<file path="config.mk">
export PLATFORM = sky130hd
export DESIGN_NAME = pps_uart_reporter
export DESIGN_NICKNAME = d
export VERILOG_FILES = /design/src/rtl/pps_uart_reporter.sv
export SDC_FILE = /design/constraint.sdc
export NUM_CORES = 1
export LEC_CHECK = 0
export ABC_AREA = 0
export BUFFER_PORTS_ARGS = -buffer_cell sky130_fd_sc_hd__buf_2
export CORE_UTILIZATION = 55
export CTS_BUF_LIST = sky130_fd_sc_hd__clkbuf_8 sky130_fd_sc_hd__clkbuf_16
export DETAILED_ROUTE_END_ITERATION = 8
export HOLD_SLACK_MARGIN = 0.08
export PLACE_DENSITY = 0.77
export REMOVE_ABC_BUFFERS = 1
export SLEW_MARGIN = 20
export SYNTH_ARGS = -nofsm -noshare
export SYNTH_HDL_FRONTEND = slang
export SYNTH_SLANG_ARGS = --single-unit
</file>
<file path="constraint.sdc">
create_clock -name clk_50m -period 8.2 [get_ports clk_50m]
set_input_delay 1.64 -clock clk_50m [delete_from_list [all_inputs] [get_ports clk_50m]]
set_output_delay 1.64 -clock clk_50m [all_outputs]
set_load 0.02 [all_outputs]
</file>
<file path="src/rtl/pps_uart_reporter.sv">
// Turns every REPORT_DIV-th enabled pps strobe into an ASCII "T<hex4>[CR]LF" frame on a UART byte stream.
// Optional CR before LF is compiled in when REPORTER_CRLF_EN is defined.
module pps_uart_reporter #(
  parameter logic [7:0] REPORT_DIV  = 8'd1,
  parameter logic [7:0] HEADER_CHAR = 8'h54
) (
  input  logic        clk_50m,
  input  logic        reset_n,
  input  logic        enable,
  input  logic        pps,
  input  logic [15:0] second,
  input  logic        tx_ready,
  output logic [7:0]  tx_data,
  output logic        tx_valid,
  output logic        busy,
  output logic [7:0]  overrun_cnt
);

  localparam int unsigned SEC_W  = 16;
  localparam int unsigned BYTE_W = 8;
  localparam int unsigned ST_W   = 3;

  localparam logic [ST_W-1:0] ST_IDLE = 3'd0;
  localparam logic [ST_W-1:0] ST_HDR  = 3'd1;
  localparam logic [ST_W-1:0] ST_DIG  = 3'd2;
  localparam logic [ST_W-1:0] ST_LF   = 3'd3;
`ifdef REPORTER_CRLF_EN
  localparam logic [ST_W-1:0] ST_CR   = 3'd4;
`endif

  logic [ST_W-1:0]   state_q, state_d;
  logic [1:0]        idx_q, idx_d;
  logic [SEC_W-1:0]  snap_q, snap_d;
  logic [BYTE_W-1:0] div_cnt_q, div_cnt_d;
  logic [BYTE_W-1:0] overrun_d;
  logic [BYTE_W-1:0] tx_data_d;
  logic              pps_en;
  logic              report;
  logic              handshake;

  function automatic logic [BYTE_W-1:0] hex_ascii(input logic [3:0] nib);
    if (nib < 4'd10) return 8'h30 + 8'(nib);
    else             return 8'h37 + 8'(nib);
  endfunction

  // Next-state, divider, overrun and next output byte
  always_comb begin
    state_d   = state_q;
    idx_d     = idx_q;
    snap_d    = snap_q;
    div_cnt_d = div_cnt_q;
    overrun_d = overrun_cnt;
    tx_data_d = 8'h00;
    pps_en    = pps && enable;
    report    = pps_en && (div_cnt_q == (REPORT_DIV - 8'd1));
    handshake = tx_valid && tx_ready;

    if (pps_en) div_cnt_d = report ? 8'd0 : div_cnt_q + 8'd1;

    case (state_q)
      ST_IDLE: begin
        if (report) begin
          state_d = ST_HDR;
          snap_d  = second;
        end
      end
      ST_HDR: begin
        if (handshake) begin
          state_d = ST_DIG;
          idx_d   = 2'd3;
        end
      end
      ST_DIG: begin
        if (handshake) begin
          if (idx_q == 2'd0) begin
`ifdef REPORTER_CRLF_EN
            state_d = ST_CR;
`else
            state_d = ST_LF;
`endif
          end else begin
            idx_d = idx_q - 2'd1;
          end
        end
      end
`ifdef REPORTER_CRLF_EN
      ST_CR: begin
        if (handshake) state_d = ST_LF;
      end
`endif
      ST_LF: begin
        if (handshake) state_d = ST_IDLE;
      end
      default: state_d = ST_IDLE;
    endcase

    // A report strobe that finds a frame in flight (including the LF handshake cycle) is dropped
    if (report && (state_q != ST_IDLE) && (overrun_cnt != 8'hFF))
      overrun_d = overrun_cnt + 8'd1;

    case (state_d)
      ST_HDR:  tx_data_d = HEADER_CHAR;
      ST_DIG:  tx_data_d = hex_ascii(snap_d[{idx_d, 2'b00} +: 4]);
`ifdef REPORTER_CRLF_EN
      ST_CR:   tx_data_d = 8'h0D;
`endif
      ST_LF:   tx_data_d = 8'h0A;
      default: tx_data_d = 8'h00;
    endcase
  end

  always_ff @(posedge clk_50m or negedge reset_n) begin
    if (!reset_n) begin
      state_q     <= ST_IDLE;
      idx_q       <= 2'd0;
      snap_q      <= '0;
      div_cnt_q   <= '0;
      overrun_cnt <= '0;
      tx_data     <= '0;
      tx_valid    <= 1'b0;
      busy        <= 1'b0;
    end else begin
      state_q     <= state_d;
      idx_q       <= idx_d;
      snap_q      <= snap_d;
      div_cnt_q   <= div_cnt_d;
      overrun_cnt <= overrun_d;
      tx_data     <= tx_data_d;
      tx_valid    <= (state_d != ST_IDLE);
      busy        <= (state_d != ST_IDLE);
    end
  end

endmodule

</file>
* Word-level counts from Yosys, hierarchy flattened
Index checks and enable logic that the tools add are counted.
Storage, ports and cells: flip-flop bits (word level) 46, output and inout bits 18, logic and storage cells 46
Cells by class: add/sub/neg operators 5, magnitude comparators 1, equality and inequality tests 7, shift-type cells 1, multiplexer cells 15, reduce and logical (&&, ||, !) cells 10
Operators with widths (number):
- 2-to-1 mux 16 bit | 2
- case mux 7 bit (3 select lines) | 1
- adder 8 x 1 -> 8 bit, second input constant | 2
- variable part select 16 x 5 -> 4 bit | 1
- 2-to-1 mux 3 bit | 5
- adder 6 x 4 -> 7 bit, first input constant | 2
- == test 3 x 2 -> 1 bit, second input constant | 4
- case mux 3 bit (4 select lines) | 1
- logical NOT 8 bit | 1
- 2-to-1 mux 8 bit | 1
- != test 8 bit, second input constant | 1
- 2-to-1 mux 7 bit | 1
- == test 3 x 1 -> 1 bit, second input constant | 2
- 2-to-1 mux 2 bit | 3
- nonzero test 3 bit | 2
- logical AND 1 bit | 5
- < comparator 4 bit, second input constant | 1
- case mux 2 bit (2 select lines) | 1
- logical NOT 3 bit | 1
- logical NOT 2 bit | 1
- subtractor 2 x 1 -> 2 bit, second input constant | 1

* Logic depth before layout (Yosys ltp)
Gate-level depths: netlist (run 1).
word-level depth 8, gate-level depth with buffers 11, depth with buffers taken out 10

* Worst setup path before layout (run 1)
Ideal clock, no wire load.
kind in2reg, from in pps, to reg tx_data[2], setup time 124 ps, arrival time 3661 ps, data required time 8076 ps, path slack 4415 ps, stages on the path 10, path buffers 2, path through and2_1 -> clkbuf_1 -> nand4_4 -> buf_2 -> mux2_2 -> mux2i_1 -> mux2_2 -> ha_1 -> and4b_1 -> a211o_1
On the way: longest elaborated chain between the ends 8, elaborated cells on any way between the ends 15, those cells by class add/sub: 2; order compare: 1; eq/ne: 3; shift: 1; mux: 6; reduce/logical: 2
Ends and longest elaborated chain:
- start: declaration | line 10 | input logic pps,
- logical AND 1 bit * | line 54 | pps_en = pps && enable;
- logical AND 1 bit * | line 55 | report = pps_en && (div_cnt_q == (REPORT_DIV - 8'd1));
- 2-to-1 mux 16 bit * | line 62 | if (report) begin
- 2-to-1 mux 16 bit * | line 60 | case (state_q)
- via snap_d[12] | line 33 | logic [SEC_W-1:0] snap_q, snap_d;
- variable part select 16 x 5 -> 4 bit * | line 103 | ST_DIG: tx_data_d = hex_ascii(snap_d[{idx_d, 2'b00} +: 4]);
- adder 6 x 4 -> 7 bit (tied with other cells) | line 43 | else return 8'h37 + 8'(nib);
- 2-to-1 mux 7 bit * | line 42 | if (nib < 4'd10) return 8'h30 + 8'(nib);
- case mux 7 bit (3 select lines) * | line 101 | case (state_d)
- via tx_data_d[2] | line 36 | logic [BYTE_W-1:0] tx_data_d;
- end signal: assignment | line 128 | tx_data <= tx_data_d;
- end: declaration | line 13 | output logic [7:0] tx_data,
Mark *: on every way through the listed nets, which the timed path passes. The rest lies on a longest branch. A chain may end at the register's enable or synchronous reset.

* Worst setup path in the final report (run 1)
from in tx_ready, to reg tx_data[2]
On the way: longest elaborated chain between the ends 7, elaborated cells on any way between the ends 17, those cells by class add/sub: 2; order compare: 1; eq/ne: 3; shift: 1; mux: 9; reduce/logical: 1
Ends and longest elaborated chain:
- start: declaration | line 12 | input logic tx_ready,
- logical AND 1 bit * | line 56 | handshake = tx_valid && tx_ready;
- 2-to-1 mux 2 bit, on equally long branches | line 74, 68
- case mux 2 bit (2 select lines) | line 60
- variable part select 16 x 5 -> 4 bit | line 103
- adder 6 x 4 -> 7 bit (tied with other cells) | line 43
- 2-to-1 mux 7 bit | line 42
- case mux 7 bit (3 select lines) * | line 101
- via tx_data_d[2] | line 36
Marks and branches as above.

==> impl_results.md, run 1 <==
* Status: complete, no violations
* Final setup vio count at 0
* YS warnings at 0
* Post-synth ARST share at 100%
* DR vias/cell at 5.50
* HP Class: register to register
* Required time of the critical path at 8.39 ns
* First-pass GRT wire length at 7020 microns
* Critical path launch point type: input port
* Max-slew violation count at 0
* Initial DRC Count at 80
* Type of the worst setup path: input port to register
* Post-synthesis cell area at 2170 sq um
* CTS buffer count at 5
* Die width at 64.8 microns
* Clk Tree Root Cell: clkbuf_8
* Register Area at 1130 sq um
* Largest net degree at the start of global routing at 46
* Worst Tran Pin Value at 1.04 ns
* Average wire per standard cell at 15.0 microns
* Final #Nets at 246
* Clock Sink Count at 45
* Crit-path cells: buf_2, nand2_1, or4_1, o221ai_1, mux2i_1, mux2_2, ha_1, and4b_1, a211o_1
* Mux cell area share after synthesis at 15.8%
* N_diodes at 0
* Area Overhead vs Synth at 14.8%
* Reg-to-reg startpoint: state_q[2]
* I/O pins at 39
* Critical register-to-register path endpoint: tx_data[2]
* FP Rows at 22
* DRC at 0
* Initial antenna violation count at 0
* Metal2 WL at 1920 microns
* Register area share after synthesis at 51.8%
* Die ar. at 4200 sq um
* Crit path largest cell delay at 0.84 ns
* Worst skew pair latency at 0.30 ns
* Post-Synth XOR/XNOR Area at 4.84%
* Rel. slew slack at 30.5%
* H-tree depth at 2
* Most common flop cell mapped by yosys: dfrtp_1
* Crit path time final at 4.29 ns
* Setup Fix Bufs, Post-CTS at 0
* Cell variety after synth at 41
* Via count at 1484
* Antenna-violating nets left at 0
* Synth top area cells: dfrtp_1, mux2_2, mux2i_1, xnor2_1, nand2_1
* Worst Path Arrival at 4.47 ns
* Vias in the first global route at 1469
* Filler cells at 278
* Final WL at 4060 microns
* Hold Startpoint: overrun_cnt[5]
* Number of synthesized flops with an enable pin at 0
* CTS tree: yes
* CTS max path bufs at 2
* Post-CTS Hold Buffers at 0
* Max cap viols at 0
* Reg2reg setup slack at 4.83 ns
* Placed Area at 2370 sq um
* Top sig layer: met4
* Synth Area in Adders at 2.30%
* Post-synth top area share at 51.8%
* Compound-gate portion of the synthesized area at 7.43%
* P_leak at 1.26 nW
* Total power at 0.728 mW
* Max VDD drop at 0.193 mV
* Hold depth at 1
* Area leader, netlist: dfrtp_1
* Clk slew on worst S/H paths at 0.08 ns
* Critical Path Start: tx_ready
* Die Y at 64.8 microns
* Critical path peak fanout at 9
* Clock skew at 0.0101 ns
* Routed wl met3 at 201 microns
* Most common cell in the netlist: dfrtp_1
* Post-Synth Simple-Gate Area at 15.0%
* First-pass DRT Iterations at 5
* RSZ-0062 raised after global routing: no
* GRT Util Overall at 22.3%
* Overflow after GRT at 0
* Setup crit end kind: register
* GPL Wtd Cong at 0.775
* Post-Place Setup Slack at 3.60 ns
* Post_cts resized at 0
* TNS Setup at 0 ns
* Hpwl dp at 2860 microns
* Hold EP: overrun_cnt[5]
* Fin area at 2490 sq um
* Critical path's slowest cell: o221ai_1
* Fin crit share at 52.3%
* Power density over cell area at 292 nW/um^2
* Largest family of logic cells by synthesized area: multiplexers
* F_max at 233 MHz
* Fin. Hold Viols at 0
* Wire length on met1 at 1860 microns
* Final worst setup slack at 3.91 ns
* Post-synth top cells: dfrtp_1, mux2_2, nand2_1
* Gate Count Post-Synth at 184
* Multi-input gate area at 992 sq um
* Share of layout cells above drive strength 1 at 33.3%
* Cells on worst reg2reg path at 7
* Syn avg cell area at 11.8 sq um
* Yosys reg bits at 45
* Starting Density at 58.5%
* Core Region at 3720 sq um
* PortBufs at 37
## cells in the final DEF, fill, tap and decap left out, types with 2 or more instances in the layout
cell      count
mux2_2       22
ha_1          4
inv_1         4
clkbuf_8      6
nand3_1       7
dfrtp_1      45
buf_2        36
a21o_1        2
nor2_1       10
o211a_1       2
xor2_1        4
a21oi_1       3
a31oi_1       3
and4b_1       2
and3_1        3
mux2i_1       8
o21ai_0       7
nor3_2        2
nand4_1       4
xnor2_1       8
conb_1        2
nand2_1      18
## logic make-up after synthesis
group,count (synthesis)
mux,31
buf+inv,11
flops,45
compound gates,24
xor+xnor,12
other cells,1
simple gates,56
fa+ha+maj,4
## metal layers
metal | global-route usage (%) | up-vias
li1 | - | 728
met1 | 30.2 | 711
met2 | 33.9 | 37
met3 | 5.28 | 8
met4 | 10.3 | 0
met5 | 0 | -
## worst max-delay path: cells and delay by family
family / cells / cell delay, ns
AO/OA/AOI/OAI: 2 / 1.15
adder cells (fa/ha/maj): 1 / 0.24
buffers and inverters: 1 / 0.10
multiplexers: 2 / 0.56
AND/OR/NAND/NOR: 3 / 0.80
## registers in the layout, summed over array words and instances (netlist names)
register,cells
state_q,3
snap_q,16
idx_q,2
busy,1
tx_data,7
overrun_cnt,8
div_cnt_q,8
## worst max path at each step
stage	endpoint	slack [ns]	depth (start not counted)
floorplan	tx_data[2]	4.07	7
global placement	tx_data[2]	3.84	9
detailed placement	tx_data[2]	3.60	9
CTS	tx_data[2]	3.90	9
global route	tx_data[2]	3.72	9
finish	tx_data[2]	3.91	9
## per-stage QoR
stage / hold WS, ns / std cells / utilization (%)
CTS: 0.504 / 270 / 67.0
global placement: 0.471 / 262 / 63.9
global route: 0.520 / 270 / 67.1
floorplan: 0.467 / 177 / -
finish: 0.499 / 270 / 67.1
detailed placement: 0.485 / 262 / 63.9
## layout make-up
cell class	count	share of cell area [%]
Timing Repair Buffer	37	7.53
Clock buffer	6	3.31
Multi-Input combinational cell	129	39.8
Clock inverter	2	1.35
Inverter	3	0.452
Sequential cell	45	45.2
Tap cell	48	2.41
## power breakdown
part	internal (mW)	switching, mW
registers	0.282	0.0339
clock network	0.0981	0.0742
logic	0.111	0.129
No activity file was read; power rests on OpenSTA's default activity.
==> run 2: changes to the inputs <==
Settings changed: ABC_AREA 0 to 1, PLACE_DENSITY 0.77 to 0.76.
Clock period 8.2 ns to 4.21 ns, I/O delays scaled along.
==> run 2 against run 1 <==
Critical path type unchanged; clock skew grew 0.0017 ns; core utilization shrank 2.5 points; largest power group unchanged; die area grew 15%; clock-buffer cell count is the same; non-clock buffer count is the same.
==> impl_results.md, run 2 <==
* Clock skew at 0.0118 ns
* Clk slew on worst S/H paths at 0.09 ns
* Starting Density at 57.2%
* Core Util, Final at 64.6%
* Combinational group share of total power at 26.0%
* Reg-to-reg startpoint: state_q[1]
* Worst skew pair latency at 0.30 ns
* RSZ-0062 raised after global routing: no
* Sw frac at 33.7%
* Critical path launch point type: input port
* Status: complete, no violations
* Most frequent cells in the layout: nand2_1, dfrtp_1, inv_1
* First-pass GRT wire length at 8250 microns
* GPL Wtd Cong at 0.806
* Core Region at 4380 sq um
* Via count at 1980
* GRT Util Overall at 21.4%
* I/O pins at 39
* Hold Startpoint: snap_q[0]
* Synth Area in Adders at 1.99%
* Critical Path Sink: tx_data[4]
* Power density over cell area at 428 nW/um^2
* Max VDD drop at 0.253 mV
* YS warnings at 0
* # placed instances at 378
* Filler cells at 390
* Initial antenna violation count at 0
* Setup Fix Bufs, Post-CTS at 0
* Hold WS at 0.483 ns
* Synth top area cells: dfrtp_1, nand2_1, inv_1, nand3_1, nand4_1
* N_diodes at 0
* Type of the worst setup path: input port to register
* Critical Path Start: pps
* Number of synthesized flops with an enable pin at 0
* Gate Count Post-Synth at 295
* Final setup vio count at 0
* Fin. Hold Viols at 0
* PortBufs at 37
* Clk Tree Root Cell: clkbuf_8
* Post-synth top area share at 44.9%
* Rel. slew slack at 62.6%
* Fin crit share at 61.0%
* Die width at 69.6 microns
* H-tree depth at 2
* HP Class: register to register
* Share of layout cells above drive strength 1 at 26.6%
* Clock share of power at 28.3%
* Critical register-to-register path endpoint: tx_data[4]
* CTS max path bufs at 2
* FP Rows at 24
* Vias in the first global route at 1813
* Initial DRC Count at 99
* P_int at 0.803 mW
* Cell variety after synth at 34
* Post_cts resized at 0
* Register area share after synthesis at 44.9%
* Post-synthesis cell area at 2510 sq um
* F_max at 389 MHz
* Final #Nets at 358
* Biggest regs: snap_q x16, div_cnt_q x8, overrun_cnt x8
* Register Area at 1130 sq um
* Top reg by flops: snap_q
* CTS buffer count at 5
* Max reg flops at 16
* Max-slew violation count at 0
* Area Overhead vs Synth at 12.8%
* Post-Synth XOR/XNOR Area at 4.19%
* Switching power at 0.409 mW
* Crit path time final at 2.57 ns
* Max cap viols at 0
* Die ar. at 4840 sq um
* Largest family of logic cells by synthesized area: simple AND/OR/NAND/NOR gates
* Most common cell in the netlist: nand2_1
* Die Y at 69.6 microns
* Final WL at 4740 microns
* Critical path peak fanout at 12
* Seq pwr share at 45.6%
* Area leader, netlist: dfrtp_1
* Compound-gate portion of the synthesized area at 4.24%
* Commonest non-fill, non-tap cell in the layout: nand2_1
* Yosys reg bits at 45
* P_leak at 1.58 nW
* Worst Path Arrival at 2.76 ns
* Post-Synth Simple-Gate Area at 34.8%
* DRC at 0
* Hpwl dp at 3450 microns
* Average wire per standard cell at 12.3 microns
* First-pass DRT Iterations at 4
* Post-synth ARST share at 100%
* Most common flop cell mapped by yosys: dfrtp_1
* Metal2 WL at 2270 microns
* CTS tree: yes
* Worst Tran Pin Value at 0.561 ns
* Largest net degree at the start of global routing at 46
* Cells on worst reg2reg path at 15
* Clock Sink Count at 45
* DR vias/cell at 5.13
* Mux cell area share after synthesis at 0.449%
* Antenna-violating nets left at 0
* Top sig layer: met4
* Required time of the critical path at 4.41 ns
* Non-Filler Instances at 386
* Multi-input gate area at 1150 sq um
* Setup crit end kind: register
* Syn avg cell area at 8.51 sq um
* Reg2reg setup slack at 1.76 ns
* Routed wl met3 at 179 microns
* Post-CTS Hold Buffers at 0
* TNS Setup at 0 ns
* Overflow after GRT at 0
* Post-synth top cells: nand2_1, dfrtp_1, inv_1
* Wire length on met1 at 2230 microns
## run 2: how the worst min path moves through the flow
stage | to | slack, ns | depth (start not counted)
2_1_floorplan | snap_q[2] | 0.44 | 2
3_3_place_gp | snap_q[12] | 0.46 | 2
3_5_place_dp | snap_q[12] | 0.46 | 2
4_1_cts | snap_q[0] | 0.48 | 2
5_1_grt | snap_q[8] | 0.50 | 2
6_report | snap_q[0] | 0.48 | 2
## run 2: layer usage
layer / vias to the layer above / track usage, %
met5: - / 0
met4: 0 / 6.12
met3: 6 / 3.63
met2: 44 / 34.1
met1: 919 / 30.4
li1: 1011 / -
## run 2: critical path: stages
cell	delay (ns)
buf_2	0.08
nand2_2	0.08
inv_2	0.19
nand2_1	0.13
nor2_4	0.23
nand3_2	0.20
nand2_1	0.10
nand2_1	0.08
inv_2	0.06
nand2_1	0.07
nand3_2	0.10
nand2_4	0.06
ha_1	0.21
nand2_1	0.08
nand3_1	0.10
nand2_1	0.08
nand2_1	0.05
## run 2: through the flow
stage | cell area (sq um) | power (mW) | setup WS (ns)
CTS | 2830 | 1.22 | 1.65
global placement | 2710 | 0.866 | 1.40
finish | 2830 | 1.21 | 1.64
global route | 2830 | 1.29 | 1.44
floorplan | 2460 | 0.799 | 1.75
detailed placement | 2710 | 0.877 | 1.35
## run 2: area by class of cell
type | count | area share, %
multi-input combinational | 197 | 40.8
tap | 52 | 2.30
clock buffer | 6 | 2.92
inverter | 47 | 6.23
timing repair buffer | 37 | 6.63
clock inverter | 2 | 1.33
sequential | 45 | 39.8
## run 2: logic make-up after synthesis
kind of cell / Yosys count
DFF: 45
adders and majority gates: 4
other: 1
xor gates and xnor gates: 12
muxes: 1
AOI/OAI and AO/OA: 15
and+or+nand+nor: 163
buffers and inverters: 54
## run 2: power by group through the flow
stage,clock (mW),combinational [mW],sequential [mW]
2_1_floorplan,0,0.238,0.561
3_3_place_gp,0,0.306,0.560
3_5_place_dp,0,0.315,0.562
4_1_cts,0.352,0.318,0.553
5_1_grt,0.366,0.361,0.565
6_report,0.343,0.315,0.553
==> run 3: changes to the inputs <==
Settings changed: CORE_UTILIZATION 55 to 51, PLACE_DENSITY 0.76 to 0.74.
Clock period 4.21 ns to 2.3 ns, I/O delays scaled along.
==> run 3 against run 2 <==
Wire length rose by 4.9%; clock-buffer cell count fell by 1; cell count rose by 10%; setup slack got worse by 1.5 ns; cell area rose by 8.0%; critical path depth fell by 3; largest power group unchanged.
==> impl_results.md, run 3 (synthesized netlist as in run 2, its figures left out) <==
* I/O pins at 39
* Top reg by flops: snap_q
* Clock Sink Count at 45
* Average wire per standard cell at 11.7 microns
* Hold Startpoint: second[0]
* Clk Tree Root Cell: clkbuf_8
* FP Rows at 25
* Critical Path Start: div_cnt_q[0]
* DR vias/cell at 4.88
* Die width at 72.2 microns
* PortBufs at 37
* Most frequent cells in the layout: nand2_1, dfrtp_1, inv_1
* Clock skew at 0.00684 ns
* HP Class: input port to register
* Type of the worst setup path: register to register
* Biggest regs: snap_q x16, div_cnt_q x8, overrun_cnt x8
* Status: complete, no violations
* Reg2reg setup slack at 0.17 ns
* Initial antenna violation count at 0
* Rel. slew slack at 65.7%
* Critical path launch point type: register
* Max reg flops at 16
* Initial DRC Count at 105
* Power density over cell area at 705 nW/um^2
* H-tree depth at 2
* Setup crit end kind: register
* Die ar. at 5210 sq um
* Largest net degree at the start of global routing at 29
* Required time of the critical path at 2.53 ns
* Worst skew pair latency at 0.30 ns
* TNS Setup at 0 ns
* Hold EP: snap_q[0]
* Fin. Hold Viols at 0
* Vias in the first global route at 1828
* Clk slew on worst S/H paths at 0.08 ns
* GRT Util Overall at 20.3%
* P_leak at 1.69 nW
* Fin crit share at 92.6%
* Hold depth at 3
* Max VDD drop at 0.446 mV
* Met3 Use GR at 4.31%
* Antenna-violating nets left at 0
* Critical register-to-register path endpoint: tx_data[1]
* Core Region at 4720 sq um
* Crit path time final at 2.13 ns
* Worst Path Arrival at 2.36 ns
* First-pass DRT Iterations at 4
* Final setup vio count at 0
* CTS tree: yes
* DRC at 0
* Die Y at 72.2 microns
* Routing usage on met1 at 28.4%
* CTS buffer count at 5
* Cells on worst reg2reg path at 14
* Max cap viols at 0
* Via count at 2077
* Area Overhead vs Synth at 21.7%
* Max-slew violation count at 0
* Busiest metal layer after global routing: met2
* Share of layout cells above drive strength 1 at 34.5%
* CTS max path bufs at 2
* Final WL at 4970 microns
* Worst Tran Pin Value at 0.509 ns
* # placed instances at 404
* Placed Area at 2810 sq um
* Critical path peak fanout at 5
* Reg-to-reg startpoint: div_cnt_q[0]
* GPL Wtd Cong at 0.771
* Final #Nets at 383
* Overflow after GRT at 0
* First-pass GRT wire length at 8200 microns
* Non-Filler Instances at 426
* Hpwl dp at 3690 microns
* Total power at 2.16 mW
* F_max at 470 MHz
* Fin area at 3060 sq um
* Met2 Track Usage GR at 32.1%
* Commonest non-fill, non-tap cell in the layout: nand2_1
* N_diodes at 0
* Starting Density at 53.1%
* Filler cells at 404
==> run 3: changes by cell type in the layout (fill, tap and decap cells not counted), moves of 3 or more <==
| cell | before | now |
|---|---|---|
| buf_4 | 1 | 23 |
| dfrtp_1 | 45 | 42 |
| dfrtp_2 | 0 | 3 |
| inv_1 | 42 | 39 |
| nand3_2 | 7 | 10 |
==> run 3: through the flow <==
step / hold slack [ns] / worst slack [ns] / utilization [%]
6_report: 0.390 / 0.170 / 64.7
5_1_grt: 0.397 / -0.0125 / 64.7
4_1_cts: 0.378 / 0.0164 / 61.5
3_5_place_dp: 0.402 / -0.0148 / 59.5
3_3_place_gp: 0.399 / 0.0460 / 59.5
2_1_floorplan: 0.164 / 0.114 / -
==> run 3: power breakdown <==
part | total [mW] | leakage (nW) | internal (mW) | switching (mW)
Sequential | 1.03 | 0.577 | 0.916 | 0.110
Clock | 0.474 | 0.0491 | 0.207 | 0.267
Combinational | 0.655 | 1.06 | 0.260 | 0.395
==> run 3: critical path, cell delays in order, from the launching register on <==
cell and delay, ns:
dfrtp_1 0.40, inv_2 0.10, ha_4 0.15, nand2_4 0.08
nor2_8 0.13, nand3_4 0.14, buf_4 0.16, nand2_2 0.05
nand2_2 0.05, nand2_1 0.08, nand3_2 0.10, nand2_4 0.10
ha_1 0.23, nand3b_1 0.17, a21oi_1 0.13
==> run 3: final cells by class <==
| class | instances | area [sq um] | share of cell area (%) |
|---|---|---|---|
| Multi-Input combinational cell | 198 | 1210 | 39.6 |
| Sequential cell | 45 | 1130 | 37.0 |
| Timing Repair Buffer | 61 | 368 | 12.0 |
| Inverter | 47 | 181 | 5.94 |
| Tap cell | 67 | 83.8 | 2.74 |
| Clock buffer | 5 | 68.8 | 2.25 |
| Clock inverter | 3 | 13.8 | 0.450 |
==> run 3: metal layers <==
layer | part of all wire [%] | up-vias
li1 | - | 1064
met1 | 48 | 967
met2 | 48 | 42
met3 | 3.8 | 4
met4 | 0.89 | 0
met5 | 0 | -
==> run 3: worst max path at each step <==
| stage | endpoint | slack (ns) |
|---|---|---|
| floorplan | tx_data[2] | 0.11 |
| global placement | tx_data[1] | 0.05 |
| detailed placement | tx_data[1] | -0.01 |
| CTS | tx_data[1] | 0.02 |
| finish | tx_data[1] | 0.17 |
| global route | tx_data[1] | -0.01 |
==> run 3: what timing repair did <==
item,CTS,global route
hold endpoints to repair,6,0
pin swaps,0,3
hold buffers,1,0
gates cloned,0,1
resized for setup,2,16
buffers inserted,0,12
setup endpoints to repair,1,6
